## config.mk

```make
export PLATFORM = sky130hd
export DESIGN_NAME = fft8_seq_ctrl
export DESIGN_NICKNAME = d
export VERILOG_FILES = /design/src/rtl/fft8_seq_ctrl.sv
export SDC_FILE = /design/constraint.sdc
export NUM_CORES = 1
export LEC_CHECK = 0
export ABC_AREA = 1
export BUFFER_PORTS_ARGS = -buffer_cell sky130_fd_sc_hd__buf_4
export CAP_MARGIN = 20
export CORE_AREA = 2 2 63 65
export DETAILED_ROUTE_END_ITERATION = 10
export DIE_AREA = 0 0 65 67
export HOLD_SLACK_MARGIN = 0.1
export PLACE_DENSITY = 0.87
export RECOVER_POWER = 50
export SLEW_MARGIN = 30
export SYNTH_ARGS = -nofsm -noshare
export SYNTH_HDL_FRONTEND = slang
export SYNTH_SLANG_ARGS = --single-unit
```

## constraint.sdc

```tcl
create_clock -name clk -period 2.3 [get_ports clk]
set_input_delay 0.23 -clock clk [delete_from_list [all_inputs] [get_ports clk]]
set_output_delay 0.23 -clock clk [all_outputs]
set_load 0.02 [all_outputs]
```

## src/rtl/fft8_seq_ctrl.sv

```systemverilog
// -----------------------------------------------------------------------------
// fft8_seq_ctrl
// Sequencer for an 8-point radix-2 decimation-in-time FFT datapath.
//
// Function
//   1. Accepts 8 input samples over a valid/ready handshake. Each sample is
//      written into the external sample bank at the bit-reversed position of
//      its arrival count.
//   2. Issues 3 stages of 4 butterflies each, with operand addresses and a
//      twiddle index. Between stages it waits BF_LAT cycles so that the
//      butterfly pipeline drains before the next stage reads its operands.
//   3. Streams the 8 results out in natural order.
//   The sample bank, butterfly unit and twiddle ROM are outside this block.
//
// Parameters
//   N_POINTS : transform size. Only 8 is supported (3 stages, 3-bit
//              addresses).
//   BF_LAT   : butterfly latency in cycles, from bf_en to result valid.
//              Legal range is 1..7.
//
// Ports
//   clk                 system clock, rising edge
//   rst                 synchronous reset, active low
//   in_valid/in_ready   input sample handshake
//   load_en, load_addr  sample bank write strobe and bit-reversed address
//   bf_en, stage        butterfly issue strobe and current stage (0..2)
//   addr_a, addr_b      butterfly operand addresses
//   twiddle_idx         twiddle ROM index k, selecting W8^k
//   wb_en, wb_addr_a/b  issue strobe and operand addresses, delayed BF_LAT
//                       cycles, used to write the butterfly results back
//   out_valid/out_ready output handshake
//   rd_addr             bank read address for the output, natural order
//   busy                high in every state except IDLE
//   done                one-cycle pulse on the last accepted output beat
//
// Optional feature (macro FFT8_SEQ_CTRL_INV_EN)
//   Adds the input `inv`. It is sampled on the first accepted input beat of a
//   frame and held for that frame.
//   Adds the output `twiddle_conj`. It equals the held inv while bf_en is high
//   and is 0 otherwise; it selects conjugate twiddles for an inverse FFT.
//   Without the macro, neither port exists and the block sequences a forward
//   FFT only.
// -----------------------------------------------------------------------------
module fft8_seq_ctrl #(
    parameter int N_POINTS = 8,
    parameter int BF_LAT   = 2
) (
    input  logic       clk,
    input  logic       rst,
    input  logic       in_valid,
    output logic       in_ready,
    output logic       load_en,
    output logic [2:0] load_addr,
    output logic       bf_en,
    output logic [1:0] stage,
    output logic [2:0] addr_a,
    output logic [2:0] addr_b,
    output logic [1:0] twiddle_idx,
    output logic       wb_en,
    output logic [2:0] wb_addr_a,
    output logic [2:0] wb_addr_b,
`ifdef FFT8_SEQ_CTRL_INV_EN
    input  logic       inv,
    output logic       twiddle_conj,
`endif
    output logic       out_valid,
    input  logic       out_ready,
    output logic [2:0] rd_addr,
    output logic       busy,
    output logic       done
);

    typedef enum logic [2:0] {
        IDLE   = 3'd0,
        LOAD   = 3'd1,
        ISSUE  = 3'd2,
        DRAIN  = 3'd3,
        UNLOAD = 3'd4
    } state_t;

    localparam logic [2:0] LAST_SAMPLE = 3'(N_POINTS - 1);
    localparam logic [2:0] DRAIN_LAST  = 3'(BF_LAT - 1);
    localparam logic [1:0] LAST_STAGE  = 2'd2;
    localparam logic [1:0] LAST_BF     = 2'd3;

    // Bit reversal of a 3-bit sample index.
    function automatic logic [2:0] bitrev3(input logic [2:0] idx);
        bitrev3 = {idx[0], idx[1], idx[2]};
    endfunction

    // Span between the two operands of a butterfly: 1 << stage.
    function automatic logic [2:0] half_of(input logic [1:0] stg);
        case (stg)
            2'd0:    half_of = 3'd1;
            2'd1:    half_of = 3'd2;
            2'd2:    half_of = 3'd4;
            default: half_of = 3'd0;
        endcase
    endfunction

    // Top operand address: ((b >> stg) << (stg + 1)) | (b & (half - 1)).
    function automatic logic [2:0] top_addr(input logic [1:0] stg, input logic [1:0] b);
        case (stg)
            2'd0:    top_addr = {b, 1'b0};
            2'd1:    top_addr = {b[1], 1'b0, b[0]};
            2'd2:    top_addr = {1'b0, b};
            default: top_addr = 3'd0;
        endcase
    endfunction

    // Twiddle index: (b & (half - 1)) << (2 - stg).
    function automatic logic [1:0] tw_index(input logic [1:0] stg, input logic [1:0] b);
        case (stg)
            2'd0:    tw_index = 2'd0;
            2'd1:    tw_index = {b[0], 1'b0};
            2'd2:    tw_index = b;
            default: tw_index = 2'd0;
        endcase
    endfunction

    state_t     state_r, next_state_s;
    logic [2:0] load_cnt_r, next_load_cnt_s;
    logic [1:0] stage_r, next_stage_s;
    logic [1:0] bf_idx_r, next_bf_idx_s;
    logic [2:0] drain_cnt_r, next_drain_cnt_s;
    logic [2:0] out_cnt_r, next_out_cnt_s;

    logic       in_ready_r;
    logic       bf_en_r;
    logic [2:0] addr_a_r;
    logic [2:0] addr_b_r;
    logic [1:0] tw_r;
    logic       out_valid_r;
    logic [2:0] rd_addr_r;
    logic       busy_r;

    logic       load_en_s;
    logic       out_fire_s;
    logic       done_s;
    logic       issue_next_s;

    // Writeback delay line. Index 0 is the newest entry.
    logic       wb_en_pipe_r [BF_LAT];
    logic [2:0] wb_a_pipe_r  [BF_LAT];
    logic [2:0] wb_b_pipe_r  [BF_LAT];

`ifdef FFT8_SEQ_CTRL_INV_EN
    logic inv_r, next_inv_s;
    logic conj_r;
`endif

    // Decode the handshakes, then compute the next state and next counter values.
    always_comb begin
        next_state_s     = state_r;
        next_load_cnt_s  = load_cnt_r;
        next_stage_s     = stage_r;
        next_bf_idx_s    = bf_idx_r;
        next_drain_cnt_s = drain_cnt_r;
        next_out_cnt_s   = out_cnt_r;
        load_en_s        = in_valid & in_ready_r;
        out_fire_s       = out_valid_r & out_ready;
        done_s           = 1'b0;

        case (state_r)
            IDLE: begin
                // The first beat is written here; load_cnt is 0 in IDLE.
                if (load_en_s) begin
                    next_load_cnt_s = load_cnt_r + 3'd1;
                    next_state_s    = LOAD;
                end else begin
                    next_state_s = IDLE;
                end
            end
            LOAD: begin
                if (load_en_s) begin
                    // load_cnt wraps back to 0 after the last sample.
                    next_load_cnt_s = load_cnt_r + 3'd1;
                    if (load_cnt_r == LAST_SAMPLE) begin
                        next_state_s  = ISSUE;
                        next_stage_s  = 2'd0;
                        next_bf_idx_s = 2'd0;
                    end else begin
                        next_state_s = LOAD;
                    end
                end else begin
                    next_state_s = LOAD;
                end
            end
            ISSUE: begin
                next_bf_idx_s = bf_idx_r + 2'd1;
                if (bf_idx_r == LAST_BF) begin
                    next_state_s     = DRAIN;
                    next_drain_cnt_s = 3'd0;
                end else begin
                    next_state_s = ISSUE;
                end
            end
            DRAIN: begin
                if (drain_cnt_r == DRAIN_LAST) begin
                    if (stage_r == LAST_STAGE) begin
                        next_state_s   = UNLOAD;
                        next_out_cnt_s = 3'd0;
                    end else begin
                        next_state_s  = ISSUE;
                        next_stage_s  = stage_r + 2'd1;
                        next_bf_idx_s = 2'd0;
                    end
                end else begin
                    next_drain_cnt_s = drain_cnt_r + 3'd1;
                end
            end
            UNLOAD: begin
                if (out_fire_s) begin
                    if (out_cnt_r == LAST_SAMPLE) begin
                        done_s         = 1'b1;
                        next_out_cnt_s = 3'd0;
                        next_state_s   = IDLE;
                    end else begin
                        next_out_cnt_s = out_cnt_r + 3'd1;
                    end
                end else begin
                    next_out_cnt_s = out_cnt_r;
                end
            end
            default: begin
                next_state_s = IDLE;
            end
        endcase

        issue_next_s = (next_state_s == ISSUE);
    end

`ifdef FFT8_SEQ_CTRL_INV_EN
    // Capture inv on the first accepted beat of a frame.
    always_comb begin
        next_inv_s = inv_r;
        if ((state_r == IDLE) && load_en_s) begin
            next_inv_s = inv;
        end else begin
            next_inv_s = inv_r;
        end
    end
`endif

    // State, counters and output registers. Each output is computed from the
    // next-state values, so it lines up with the state it describes.
    always_ff @(posedge clk) begin
        if (!rst) begin
            state_r     <= IDLE;
            load_cnt_r  <= 3'd0;
            stage_r     <= 2'd0;
            bf_idx_r    <= 2'd0;
            drain_cnt_r <= 3'd0;
            out_cnt_r   <= 3'd0;
            in_ready_r  <= 1'b0;
            bf_en_r     <= 1'b0;
            addr_a_r    <= 3'd0;
            addr_b_r    <= 3'd0;
            tw_r        <= 2'd0;
            out_valid_r <= 1'b0;
            rd_addr_r   <= 3'd0;
            busy_r      <= 1'b0;
        end else begin
            state_r     <= next_state_s;
            load_cnt_r  <= next_load_cnt_s;
            stage_r     <= next_stage_s;
            bf_idx_r    <= next_bf_idx_s;
            drain_cnt_r <= next_drain_cnt_s;
            out_cnt_r   <= next_out_cnt_s;
            in_ready_r  <= (next_state_s == IDLE) || (next_state_s == LOAD);
            bf_en_r     <= issue_next_s;
            addr_a_r    <= issue_next_s ? top_addr(next_stage_s, next_bf_idx_s) : 3'd0;
            addr_b_r    <= issue_next_s ? (top_addr(next_stage_s, next_bf_idx_s)
                                           + half_of(next_stage_s)) : 3'd0;
            tw_r        <= issue_next_s ? tw_index(next_stage_s, next_bf_idx_s) : 2'd0;
            out_valid_r <= (next_state_s == UNLOAD);
            rd_addr_r   <= (next_state_s == UNLOAD) ? next_out_cnt_s : 3'd0;
            busy_r      <= (next_state_s != IDLE);
        end
    end

    // Writeback delay line. It shifts in every state, and reset clears it so
    // that no writeback fires after an abort.
    always_ff @(posedge clk) begin
        if (!rst) begin
            for (int i = 0; i < BF_LAT; i++) begin
                wb_en_pipe_r[i] <= 1'b0;
                wb_a_pipe_r[i]  <= 3'd0;
                wb_b_pipe_r[i]  <= 3'd0;
            end
        end else begin
            wb_en_pipe_r[0] <= bf_en_r;
            wb_a_pipe_r[0]  <= addr_a_r;
            wb_b_pipe_r[0]  <= addr_b_r;
            for (int i = 1; i < BF_LAT; i++) begin
                wb_en_pipe_r[i] <= wb_en_pipe_r[i-1];
                wb_a_pipe_r[i]  <= wb_a_pipe_r[i-1];
                wb_b_pipe_r[i]  <= wb_b_pipe_r[i-1];
            end
        end
    end

`ifdef FFT8_SEQ_CTRL_INV_EN
    // Hold inv for the frame; present it as twiddle_conj only while issuing.
    always_ff @(posedge clk) begin
        if (!rst) begin
            inv_r  <= 1'b0;
            conj_r <= 1'b0;
        end else begin
            inv_r  <= next_inv_s;
            conj_r <= issue_next_s & next_inv_s;
        end
    end

    assign twiddle_conj = conj_r;
`endif

    assign in_ready    = in_ready_r;
    assign load_en     = load_en_s;
    assign load_addr   = bitrev3(load_cnt_r);
    assign bf_en       = bf_en_r;
    assign stage       = stage_r;
    assign addr_a      = addr_a_r;
    assign addr_b      = addr_b_r;
    assign twiddle_idx = tw_r;
    assign wb_en       = wb_en_pipe_r[BF_LAT-1];
    assign wb_addr_a   = wb_a_pipe_r[BF_LAT-1];
    assign wb_addr_b   = wb_b_pipe_r[BF_LAT-1];
    assign out_valid   = out_valid_r;
    assign rd_addr     = rd_addr_r;
    assign busy        = busy_r;
    assign done        = done_s;

endmodule

```

; Word level (Yosys, flattened, before mapping)
; Memory sizes are Yosys's and may differ from the RTL's.
; Index checks and enable logic that the tools add are counted.
[word_totals]
memories = 3
mem_bits_rw = 14
out_inout_bits = 29
inputBits = 4
wordCells = 101
register_bits = 31
[mem_list]
columns = memory, words, width, read_ports, rd_clocked_by_memory_dff, write_ports, line
row1 = wb_a_pipe_r, 2, 3, 2, 0, 2, 144  ; logic [2:0] wb_a_pipe_r [BF_LAT];
row2 = wb_b_pipe_r, 2, 3, 2, 0, 2, 145  ; logic [2:0] wb_b_pipe_r [BF_LAT];
row3 = wb_en_pipe_r, 2, 1, 2, 0, 2, 143  ; logic wb_en_pipe_r [BF_LAT];
[classes]
eq_ne = 16
muxes = 43
add_sub_neg = 6
n_reduce_logical = 11
bitwise = 8
[ops]
columns = op, count
row1 = $mux 3, 17
row2 = $mux 2, 9
row3 = $pmux 3 s3, 2
row4 = $pmux 3 s5, 1
row5 = $eq 3x3->1 const B, 4
row6 = $pmux 3 s2, 2
row7 = $add 3x1->3 const B, 3
row8 = $eq 3x1->1 const B, 3
row9 = $eq 3x2->1 const B, 3
row10 = $mux 1, 9
row11 = $pmux 2 s2, 2
row12 = $eq 2x2->1 const B, 3
row13 = $logic_not 3->1, 2
row14 = $or 1x1->1, 6
row15 = $pmux 2 s3, 1
row16 = $reduce_and 2->1, 3
row17 = $add 2x1->2 const B, 2
row18 = $ne 2x2->1 const B, 2
row19 = $add 3x3->3, 1
row20 = $reduce_and 3->1, 1
row21 = $reduce_bool 3->1, 1
row22 = $and 1x1->1, 2
row23 = $eq 2x1->1 const B, 1
row24 = $logic_not 2->1, 1
row25 = 3 further kinds, 3

; Logic depth before layout (Yosys ltp)
[depth]
depth_word = 8
ltp_mapped = 16
ltp_nobuf = 16

; Least setup slack after synthesis
; OpenSTA, ideal clock, no wires.
[synth_path]
path_type = reg-to-reg
from = reg load_cnt_r[0]
to = reg addr_b_r[1], in the netlist addr_b[1]
period_less_slack_ns = 1.950
t_required_ns = 2.190
path_buffers = 0
stages_incl_launch_ff = 17
path_slack_ns = 0.350
arrival_time_ns = 1.840
setup_time_ns = 0.110
path_cell_list = dfxtp_1 -> ha_1 -> ha_1 -> nand3_1 -> inv_1 -> nand2_1 -> nand3_2 -> nand2_2 -> inv_1 -> nor2_1 -> nand2_1 -> nand2_1 -> ha_1 -> inv_1 -> nand4_1 -> nand2_1 -> nor2_1
[synth_via]
elab_chain_len = 8
word_cells_on_any_way = 20
cone_classes = 1 x add/sub / 4 x eq/ne / 13 x mux / 2 x reduce/logical
[synth_lines]
columns = item, line
row1 = from (decl), 122  ; logic [2:0] load_cnt_r, next_load_cnt_s;
row2 = from (signal assigned), 265  ; load_cnt_r <= next_load_cnt_s;
row3 = $eq 3x3->1 (*), 178  ; if (load_cnt_r == LAST_SAMPLE) begin
row4 = $mux 2, 178
row5 = $mux 2, 175  ; if (load_en_s) begin
row6 = $pmux 2 s2, 164  ; case (state_r)
row7 = $eq 2x2->1 (tied with other cells), "93, 103"
row8 = "$pmux 3 s3, on equally long branches", "103, 93"
row9 = $mux 3, 248  ; if (!rst) begin
row10 = $add 3x3->3, 274  ; + half_of(next_stage_s)) : 3'd0;
row11 = to (signal assigned), 273  ; addr_b_r <= issue_next_s ? (top_addr(next_stage_s, next_bf_idx_s)
row12 = to (decl), 131  ; logic [2:0] addr_b_r;
; Mark *: on every way between the ends. The rest lies on a longest branch, timed or not. The select of a mux whose other input is x is not followed.
; A chain may end at the register's enable or synchronous reset.

; Final worst setup path
; Ends and elaborated chain as after synthesis.

==> key figures <==
Status
  – Status: finished, final reports clean

Route
  – First-pass DRT Iterations: 4
  – Iter 0 DRT Violations: just over 70
  – Final wirelength: roughly 3.4 mm
  – DRC Markers: 0
  – Via count: 1514
  – Post-DRT Antenna Nets: 0
  – Drt wl/cell: between 10 and 15 µm
  – DR vias/cell: 4.702

Floorplan
  – Die width: roughly 65 µm
  – Cell Rows: 22
  – IO Pins: 33
  – Die Ht: ~67 µm
  – Initial Utilization: 0.5260
  – Die area: around 0.0044 mm²
  – Core area: ~0.0036 mm²

Pwr
  – Worst vdd ir: between 0.2 and 0.3 mV
  – Pleak: roughly 1.1 nW
  – Pwr dens: 626.5 mW/mm²
  – Switching share of power: 0.2368
  – Clock Power Share: 0.364
  – Sequential share of power: 0.593
  – Net Sw Power: 0.0003165 W
  – Internal power: just over 0.001 W
  – Comb power frac: 0.042

Synth
  – Mapped Area: between 0.0015 and 0.002 mm²
  – Syn nets: approximately 260
  – Number of library cell types mapped by synthesis: 29
  – Syn Area/Cell: ~7.8 µm²
  – Synth Instances: around 240
  – Synth Register Bits: 45
  – Synth warn: 0
  – Seq/Total Area, Yosys: 0.4749

Finish
  – Area occupied by multi-input gates: 778.2 µm²
  – Antenna Diode Count: 0
  – Fill cell count: 332
  – Most common cell after layout, fill and taps aside: nand2_1
  – Fin util: 0.5916
  – Fin nets: 287
  – Register area: around 900 µm²
  – Area growth syn-to-layout: 12.47%
  – Layout cells sized above 1: 0.1095
  – Commonest non-fill, non-tap cells in the layout: nand2_1 (51), dfxtp_1 (45), inv_1 (38), nor2_1 (38), clkbuf_1 (23)

Placement
  – Detailed placement HPWL: ~2.6 mm
  – Gpl congestion: around 0.87
  – Port bufs: 32
  – Pre-CTS WS: 0.3014 ns

Critical path
  – Crit path DAT: about 2.3 ns
  – FF-to-FF setup slack: about 0.28 ns
  – Crit path max fanout: 5
  – Crit. End Element: register
  – CP top delay family: simple AND/OR/NAND/NOR gates
  – Critical-path top delay cell: dfxtp_1
  – Worst Path Buf+Inv: 3
  – Cell chain of the critical path: ha_1 -> ha_1 -> nand3_1 -> inv_1 -> nand2_1 -> nand3_2 -> nand2_2 -> inv_1 -> nor2_1 -> nand2_1 -> nand2_1 -> ha_1 -> inv_1 -> nand4_1 -> nand2_1 -> nor2_1
  – WS Path Type: register to register
  – Critical Path Start Type: register
  – Max stage delay on crit path: around 0.35 ns
  – Crit path top cell by count: nand2_1
  – Crit path required time: between 2 and 3 ns

Timing
  – Final count of pins violating max slew: 0
  – Normalized max-slew margin: 0.7329
  – # setup viols final: 0
  – Final WS setup: about 0.28 ns
  – Hold Slack: 0.2591 ns
  – Setup tns final: 0 ns
  – Final-report hold violation count: 0
  – Least-Margin Pin Slew: 0.4001 ns
  – Tmin final: 2.017 ns
  – Clock Skew: 0.003219 ns
  – Max Clk Rate: 495.7 MHz
  – RSZ-0062 raised after global routing: false
  – Final worst-path cycle share: 0.8770

Clock network
  – CTS tree: built
  – Clock Pin Slew Worst Setup and Hold Paths: around 0.080 ns
  – Clock latency on the worst-skew pair: ~0.3 ns
  – CTS Root Buffer Type: clkbuf_8
  – CTS buffer count: 5
  – Number of hold buffers added after cts: 0
  – Post-CTS Resized: 0
  – Post-CTS setup buffers: 0
  – H-Tree Depth: 2
  – Longest Clk Path Bufs: 2
  – Clock sink count: between 40 and 50

GRT
  – Grt ovf: 0
  – Total track usage: 0.1708
  – Initial antenna violation count: 0
  – First-pass GRT wire length: around 5.6 mm
  – Vias in the first global route: approximately 1.3k
  – Largest net degree at the start of global routing: 23

Worst hold path
  – Worst Hold Class: input pin to register

Job
  – Max Cap Viol: 0
-- synthesized netlist by cell type (all sizes together) --
library cell / count / area (µm²)
a31oi: 1 / 6.260
inv: 40 / 150.1
a22oi: 1 / 7.510
a211oi: 1 / 7.510
clkbuf: 3 / 11.26
nand2: 55 / 216.5
ha: 10 / 125.1
nor2: 41 / 180.2
xor2: 1 / 8.760
mux2i: 1 / 10.01
nand3: 12 / 70.07
o221ai: 1 / 8.760
a21oi: 12 / 63.81
nand4: 2 / 12.51
o211ai: 1 / 7.510
dfxtp: 45 / 900.9
nor3: 4 / 20.02
o21ai: 6 / 33.78
buf: 7 / 56.30
-- power by group through the flow --
stage | Sequential, W | Combinational, W | Clock [W]
after CTS | 0.000793 | 0.0000599 | 0.000502
after floorplan | 0.000818 | 0.0000296 | 0
after global routing | 0.000794 | 0.0000629 | 0.000529
after global placement | 0.000811 | 0.0000593 | 0
after detailed placement | 0.000811 | 0.0000598 | 0
final | 0.000793 | 0.0000566 | 0.000487
-- worst min-delay path, stage by stage --
cell     delay [ns]
buf_4          0.19
nand2_1        0.08
inv_1          0.03
-- path summary, 6_finish.rpt --
path,from,end,cells past startpoint
worst max-delay path,load_cnt_r[0]$_SDFFE_PN0P_,addr_b[1]$_SDFF_PN0_,16
worst min-delay path,rst,wb_a_pipe_r[0][5]$_SDFF_PN0_,3
worst max register to register,load_cnt_r[0]$_SDFFE_PN0P_,addr_b[1]$_SDFF_PN0_,16
worst min register to register,wb_a_pipe_r[0][2]$_SDFF_PN0_,wb_a_pipe_r[0][5]$_SDFF_PN0_,2
-- state kept, by name, summed over array words and instances, names as in the netlist, 2 cells and up --
register and flops:
wb_a_pipe_r 6, wb_b_pipe_r 6, addr_a 3, addr_b 3, drain_cnt_r 3, load_cnt_r 3, out_cnt_r 3, rd_addr 3
state_r 3, bf_idx_r 2, stage 2, twiddle_idx 2, wb_en_pipe_r 2
-- cells by family (layout without fill, tap and decap cells) --
| family | after synthesis | in the layout | synth area share |
|---|---|---|---|
| muxes | 1 | 1 | 0.005277 |
| DFF | 45 | 45 | 0.4749 |
| AOI/OAI and AO/OA | 23 | 23 | 0.07125 |
| and+or+nand+nor | 114 | 114 | 0.2632 |
| buffers and inverters | 50 | 80 | 0.1148 |
| xor gates and xnor gates | 1 | 1 | 0.004618 |
| adders and majority gates | 10 | 10 | 0.06596 |
-- layer usage --
| metal | global-route usage | routed length [µm] |
|---|---|---|
| met1 | 0.1918 | 1466 |
| met2 | 0.2925 | 1686 |
| met5 | 0 | 0 |
| met4 | 0.09043 | 74 |
| met3 | 0.04899 | 165 |
-- per-stage QoR --
stage / cell area [µm²] / instances / total power (W)
floorplan: 1897 / 244 / 0.0008476
global placement: 2130 / 314 / 0.0008699
detailed placement: 2130 / 314 / 0.0008712
CTS: 2220 / 322 / 0.001355
global route: 2133 / 322 / 0.001387
finish: 2133 / 322 / 0.001337
-- layout make-up --
cell class | count | area share
well taps | 48 | 0.02815
multi-input cells | 149 | 0.3648
clock inverters | 3 | 0.009971
clock buffers | 5 | 0.03226
repair buffers | 32 | 0.07214
inverters | 40 | 0.07038
flip-flops and latches | 45 | 0.4223
No activity file was read; power rests on OpenSTA's default activity.
